`src/rtl/led_anim_pkg.sv`:
```
// Shared definitions for the LED animation subsystem.
//
// Contents:
//   - Mode codes driven by mode_selector and decoded by the animation top.
//   - The mode_selector press-classification FSM state type.
//   - next_mode(): short-press mode advance with explicit 2 -> 0 wrap.
package led_anim_pkg;

  // Animation mode codes
  localparam logic [1:0] MODE_SHIFT = 2'd0;
  localparam logic [1:0] MODE_FILL  = 2'd1;
  localparam logic [1:0] MODE_PWM   = 2'd2;
  localparam logic [1:0] MODE_OFF   = 2'd3;

  // Press classifier states
  typedef enum logic [1:0] {
    StIdle  = 2'd0,
    StShort = 2'd1,
    StLong  = 2'd2
  } sel_state_e;

  // Short press cycles the three active animations. Off is not part of the
  // ring: a short press from off restarts at shift, and 2 never steps to 3.
  function automatic logic [1:0] next_mode(input logic [1:0] cur);
    logic [1:0] nxt;
    case (cur)
      MODE_SHIFT: nxt = MODE_FILL;
      MODE_FILL:  nxt = MODE_PWM;
      default:    nxt = MODE_SHIFT;
    endcase
    return nxt;
  endfunction

endpackage

```
`src/rtl/btn_debounce.sv`:
```
// Two-flop synchronizer plus counter-based debouncer for a raw push button.
//
// Parameters:
//   CNT_W   width of the debounce counter
//   DB_CNT  consecutive stable synchronized cycles needed to accept a change
//           (legal 1 .. 2^CNT_W-1)
//
// Ports:
//   clk      in   system clock
//   rst      in   asynchronous active-high reset
//   btn      in   raw button, asynchronous to clk, 1 = pressed
//   pressed  out  debounced, registered button level
//
// Latency from a stable btn change to pressed: 2 + DB_CNT clock edges.
module btn_debounce #(
  parameter int unsigned          CNT_W  = 8,
  parameter logic [CNT_W-1:0]     DB_CNT = 8'd16
) (
  input  logic clk,
  input  logic rst,
  input  logic btn,
  output logic pressed
);

  localparam logic [CNT_W-1:0] DbLast = DB_CNT - CNT_W'(1);

  logic [1:0]       sync_q, sync_d;
  logic [CNT_W-1:0] cnt_q, cnt_d;
  logic             pressed_q, pressed_d;
  logic             btn_s;

  assign btn_s = sync_q[1];

  always_comb begin
    sync_d    = {sync_q[0], btn};
    cnt_d     = '0;
    pressed_d = pressed_q;
    // Any cycle that agrees with the accepted level restarts the count, so a
    // glitch must persist DB_CNT cycles back-to-back to be taken.
    if (btn_s != pressed_q) begin
      if (cnt_q == DbLast) begin
        pressed_d = btn_s;
      end else begin
        cnt_d = cnt_q + CNT_W'(1);
      end
    end
  end

  always_ff @(posedge clk or posedge rst) begin
    if (rst) begin
      sync_q    <= 2'b00;
      cnt_q     <= '0;
      pressed_q <= 1'b0;
    end else begin
      sync_q    <= sync_d;
      cnt_q     <= cnt_d;
      pressed_q <= pressed_d;
    end
  end

  assign pressed = pressed_q;

endmodule

```
`src/rtl/mode_selector.sv`:
```
// Push-button mode selector for the LED animation top.
//
// Debounces a raw button and classifies presses: a short press advances the
// animation mode (shift -> fill -> PWM -> shift, off -> shift); a press held
// LONG_CNT debounced cycles forces the off mode.
//
// Parameters:
//   CNT_W     width of the debounce and hold counters
//   DB_CNT    debounce length in cycles (legal 1 .. 2^CNT_W-1)
//   LONG_CNT  debounced-pressed cycles that make a press long
//             (legal 1 .. 2^CNT_W-1)
//
// Ports:
//   clk           in   system clock
//   rst           in   asynchronous active-high reset
//   btn           in   raw button, asynchronous, 1 = pressed
//   mode          out  [1:0] selected animation (0 shift, 1 fill, 2 PWM, 3 off)
//   mode_changed  out  one-cycle pulse in the cycle mode takes a new value
//   pressed       out  debounced button level
//
// All outputs are registered.
module mode_selector
  import led_anim_pkg::*;
#(
  parameter int unsigned      CNT_W    = 8,
  parameter logic [CNT_W-1:0] DB_CNT   = 8'd16,
  parameter logic [CNT_W-1:0] LONG_CNT = 8'd64
) (
  input  logic       clk,
  input  logic       rst,
  input  logic       btn,
  output logic [1:0] mode,
  output logic       mode_changed,
  output logic       pressed
);

  localparam logic [CNT_W-1:0] LongLast = LONG_CNT - CNT_W'(1);

  logic             pressed_db;
  logic             pressed_dly_q;
  logic             fall_q, fall_d;
  logic             rise;
  logic [CNT_W-1:0] hold_q, hold_d;
  sel_state_e       state_q, state_d;
  logic [1:0]       mode_q, mode_d;
  logic             mode_changed_q, mode_changed_d;

  btn_debounce #(
    .CNT_W  (CNT_W),
    .DB_CNT (DB_CNT)
  ) u_debounce (
    .clk     (clk),
    .rst     (rst),
    .btn     (btn),
    .pressed (pressed_db)
  );

  // Press start is taken straight off the edge register so the hold count
  // begins the edge after pressed rises (off lands LONG_CNT+1 edges later).
  // Release is retimed through one more flop: a short-press update lands two
  // edges after pressed falls, and a release that meets the long threshold
  // in the same cycle is still seen as short.
  assign rise   = pressed_db & ~pressed_dly_q;
  assign fall_d = pressed_dly_q & ~pressed_db;

  always_comb begin
    state_d        = state_q;
    hold_d         = hold_q;
    mode_d         = mode_q;
    mode_changed_d = 1'b0;

    unique case (state_q)
      StIdle: begin
        if (rise) begin
          state_d = StShort;
          hold_d  = '0;
        end
      end

      StShort: begin
        hold_d = hold_q + CNT_W'(1);
        if (fall_q) begin
          // Release wins over a coincident long threshold
          mode_d         = next_mode(mode_q);
          mode_changed_d = 1'b1;
          state_d        = StIdle;
        end else if (hold_q == LongLast) begin
          mode_d         = MODE_OFF;
          mode_changed_d = (mode_q != MODE_OFF);
          state_d        = StLong;
        end
      end

      StLong: begin
        // Saturate so an arbitrarily long hold never wraps the count
        if (hold_q != '1) begin
          hold_d = hold_q + CNT_W'(1);
        end
        if (fall_q) begin
          state_d = StIdle;
        end
      end

      default: begin
        state_d = StIdle;
      end
    endcase
  end

  always_ff @(posedge clk or posedge rst) begin
    if (rst) begin
      pressed_dly_q  <= 1'b0;
      fall_q         <= 1'b0;
      hold_q         <= '0;
      state_q        <= StIdle;
      mode_q         <= MODE_SHIFT;
      mode_changed_q <= 1'b0;
    end else begin
      pressed_dly_q  <= pressed_db;
      fall_q         <= fall_d;
      hold_q         <= hold_d;
      state_q        <= state_d;
      mode_q         <= mode_d;
      mode_changed_q <= mode_changed_d;
    end
  end

  assign mode         = mode_q;
  assign mode_changed = mode_changed_q;
  assign pressed      = pressed_db;

endmodule

```
`config.mk`:
```
export PLATFORM = sky130hd
export DESIGN_NAME = mode_selector
export DESIGN_NICKNAME = d
export VERILOG_FILES = /design/src/rtl/led_anim_pkg.sv /design/src/rtl/btn_debounce.sv /design/src/rtl/mode_selector.sv
export SDC_FILE = /design/constraint.sdc
export NUM_CORES = 1
export LEC_CHECK = 0
export ABC_AREA = 1
export BUFFER_PORTS_ARGS = -buffer_cell sky130_fd_sc_hd__buf_2
export CORE_ASPECT_RATIO = 0.8
export CORE_UTILIZATION = 32
export CTS_BUF_LIST = sky130_fd_sc_hd__clkbuf_4 sky130_fd_sc_hd__clkbuf_8 sky130_fd_sc_hd__clkbuf_16
export CTS_CLUSTER_DIAMETER = 40
export CTS_CLUSTER_SIZE = 12
export DETAILED_ROUTE_END_ITERATION = 6
export PLACE_DENSITY_LB_ADDON = 0.1
export SYNTH_ARGS = -nofsm -noshare
export SYNTH_HDL_FRONTEND = slang
export SYNTH_HIERARCHICAL = 1
export SYNTH_SLANG_ARGS = --single-unit
```
`constraint.sdc`:
```
create_clock -name clk -period 1.21 [get_ports clk]
set_input_delay 0 -clock clk [delete_from_list [all_inputs] [get_ports clk]]
set_output_delay 0 -clock clk [all_outputs]
set_load 0.1 [all_outputs]
```
==> metrics list <==
- Sequential area share after synthesis: 46.8%
- The final layout contains 214 nets.
- For the worst-skew pair, the clock arrives at the later sink with an insertion delay of 0.27 ns.
* Tightest Pin Transition: 0.482 ns
- In the routed layout, each cell is associated on average with a via count of 4.39.
* Number of antenna violations at the first check in global routing: 0
* Count of vias placed by the detailed router: 1145
* Synth Instances: 176
- The via count of the first global-routing pass came to 1053.
- Kind of start point of the critical path: flop
- Count of warnings emitted by yosys: 6
- Unrepaired setup endpoints after global routing: true
- Core outline area: 0.00418 mm^2
- Across the run, the number of max-cap violations was 0.
- For this design the static power due to leakage is 0.000840 uW.
- First drt pass iteration count: 4
* Post-placement cell count: 253
* Global-route wire length before repair: 4.93 mm
* FF+latch area: 657 um^2
- Pin count of the biggest net entering global routing: 15
- Final RePlAce weighted congestion: 0.885
* Worst IR Drop VDD: 0.521 mV
- For the finished layout, the period the worst path requires is 1.25 ns.
- The netlist uses 22 different library cells.
- Worst-case headroom to the max-slew limit: 68.1%
- Prior to clock tree synthesis, the placed netlist has a worst setup slack of -0.288 ns.
- Fmax: 798 MHz
- Die ar.: 0.00461 mm^2
- Req. time, crit path: 1.40 ns
- Of the cells placed in the final design, the portion with a size suffix greater than 1 is 30.4%.
* Final antenna-violating net count: 0
- Filler cell count: 407
- CTS tree: done
* Port-buffer cells: 6
- Arrival time worst endpoint: 1.45 ns
* Post-route DRC violation count: 0
- Area of the multi-input gates: 776 um^2
- Starting density of the core: 33.3%
* Detailed router's first-iteration violation count: 53
- Excluding fillers, the count of instances in the completed layout stands at 261.
- Global routing used 14.5% of the available tracks.
- The final critical path takes up 104% of the cycle.
* Antenna fix cells: 0
- The tree is rooted in a sky130_fd_sc_hd__clkbuf_8.
* Number of placed I/O pins: 7
* Clock transition time at the flip-flop clock pins of the worst setup and hold paths: 0.09 ns
* Final Routed Wirelength: 2.88 mm
* Clock Path Buffers: 2
- Per-instance average area after synthesis: 7.90 um^2
- Summed over all failing endpoints, the final setup total negative slack is -0.330 ns.
* Total global routing overflow: 0
- The number of max-slew violations in the final report came to 0.
- Die outline height: 61.0 um
* Type of the tightest min-delay check: in2async
- In this run the number of H-tree levels came out at 1.
- Counting the buffers created by CTS gives 3.
* Clock sink total: 26
- Count of final hold-check violations: 0
- Row generation in the floorplan step produced 21 rows.
- PwrDens: 1300 mW/mm^2
* Final setup margin: -0.0437 ns
- Power comes to 2380 uW.
* Critical setup path kind: reg2reg
- The mapped netlist covers 0.00139 mm^2.
- Clock skew on the completed layout was measured at 0.00901 ns.
- Run status: complete, but fails checks
- Failing checks: setup timing
- Maximum net fanout on the critical path: 8
- In the final routed layout, each cell accounts on average for 11.0 um.
- Setup violations remaining at the end of the flow were counted as 10.
- Die Width: 75.7 um
- The worst setup path is captured at a flop.
- Area added between synthesis and finish: 31.4%
- The number of nets handed over by synthesis was 185.
- DP Wirelength: 2.20 mm
* Number of storage elements in the synthesis netlist: 26
power by group:
part | switching (uW) | total, uW | internal, uW
clock | 271 | 562 | 291
sequential | 69.9 | 1010 | 936
combinational | 431 | 814 | 383
state kept, by name, indices dropped and copies added (netlist names):
signal	flops
hold_q	8
u_debounce/cnt_q	8
mode	2
state_q	2
u_debounce/sync_q	2
fall_q	1
mode_changed	1
pressed_dly_q	1
u_debounce/pressed	1
metal layers:
metal  vias to the layer above  GRT usage, %  wire [um]
met1                       526          21.1       1570
met2                        12          21.8       1230
met3                         2          3.99         61
li1                        605             -          -
met5                         -             0          0
met4                         0          2.38         20
final timing paths:
kind / startpoint / cells past startpoint / endpoint / slack, ns
min in group clk: u_debounce/sync_q[0] / 0 / u_debounce/sync_q[1] / 0.36
worst min-delay path: rst / 3 / hold_q[6] / 0.24
worst min register to register: u_debounce/sync_q[0] / 0 / u_debounce/sync_q[1] / 0.36
worst max register to register: state_q[0] / 8 / hold_q[1] / -0.04
max in group asynchronous: rst / 4 / hold_q[1] / 0.51
worst max-delay path: state_q[0] / 8 / hold_q[1] / -0.04
worst max-delay path, stage by stage (launching register included):
cell and delay [ns]:
sky130_fd_sc_hd__dfrtp_1 0.42, sky130_fd_sc_hd__inv_2 0.09, sky130_fd_sc_hd__ha_2 0.17, sky130_fd_sc_hd__inv_2 0.05, sky130_fd_sc_hd__nor2_4 0.10, sky130_fd_sc_hd__nand2_4 0.09, sky130_fd_sc_hd__nand2_4 0.12, sky130_fd_sc_hd__nand2_1 0.06
sky130_fd_sc_hd__o21ai_1 0.07
logic make-up (layout without fill, tap and decap cells):
kind of cell    count (synthesis)  count (layout)  synth area share [%]
buf+inv                        22              50                  5.94
fa+ha+maj                       6               6                  5.40
simple gates                   99              99                  30.2
xor+xnor                        5               5                  3.69
flops                          26              26                  46.8
compound gates                 18              18                  7.92
through the flow:
stage / hold slack, ns / instance area [um^2] / util (%)
after CTS: 0.249 / 1800 / 43.1
after floorplan: -0.148 / 1410 / -
after detailed placement: 0.00491 / 1630 / 39.0
after global placement: 0.00202 / 1630 / 39.0
final: 0.244 / 1830 / 43.7
after global routing: 0.266 / 1830 / 43.7
layout make-up:
cell class                 count  area share, %
clock buffer                   4           3.01
multi-input combinational    128           42.5
timing repair buffer          24           10.1
sequential                    26           36.0
tap                           57           3.90
inverter                      22           4.52
cells in the mapped netlist, drive strengths merged:
master,n,share of area (%)
a21boi,1,0.54
a21oi,4,2.3
dfrtp,26,47
ha,6,5.4
inv,22,5.9
nand2,60,17
nand3,14,5.4
nand4,1,0.45
nor2,23,6.8
nor3,1,0.36
o21a,1,0.54
o21ai,12,4.6
xnor2,2,1.8
xor2,3,1.9
what timing repair did:
item / CTS / global route
resized for setup: 28 / 4
hold buffers: 2 / 0
endpoints found under the setup margin: 13 / 19
buffers inserted: 1 / 1
pin swaps: 11 / 3
hold endpoints to repair: 20 / 0
cells in the final DEF (no fill, tap or decap), types with 2 or more instances in the layout:
master | synthesis | layout
sky130_fd_sc_hd__clkbuf_8 | 0 | 4
sky130_fd_sc_hd__o21ai_1 | 0 | 3
sky130_fd_sc_hd__nand2_4 | 1 | 3
sky130_fd_sc_hd__nor2_4 | 0 | 2
sky130_fd_sc_hd__nor2_2 | 3 | 4
sky130_fd_sc_hd__xor2_1 | 3 | 3
sky130_fd_sc_hd__nand3_4 | 0 | 2
sky130_fd_sc_hd__buf_4 | 0 | 16
sky130_fd_sc_hd__o21ai_2 | 1 | 3
sky130_fd_sc_hd__dfrtp_2 | 0 | 2
sky130_fd_sc_hd__inv_1 | 21 | 18
sky130_fd_sc_hd__ha_4 | 0 | 3
sky130_fd_sc_hd__dfrtp_1 | 26 | 23
sky130_fd_sc_hd__nand2_1 | 56 | 52
sky130_fd_sc_hd__inv_2 | 1 | 4
sky130_fd_sc_hd__nand3_1 | 13 | 12
sky130_fd_sc_hd__a21oi_1 | 3 | 2
sky130_fd_sc_hd__nand2_2 | 3 | 5
sky130_fd_sc_hd__buf_2 | 0 | 5
sky130_fd_sc_hd__nor2_1 | 20 | 17
sky130_fd_sc_hd__dlygate4sd3_1 | 0 | 2
sky130_fd_sc_hd__o21ai_0 | 11 | 6
sky130_fd_sc_hd__ha_2 | 0 | 3
No activity file was read; power rests on OpenSTA's default activity.
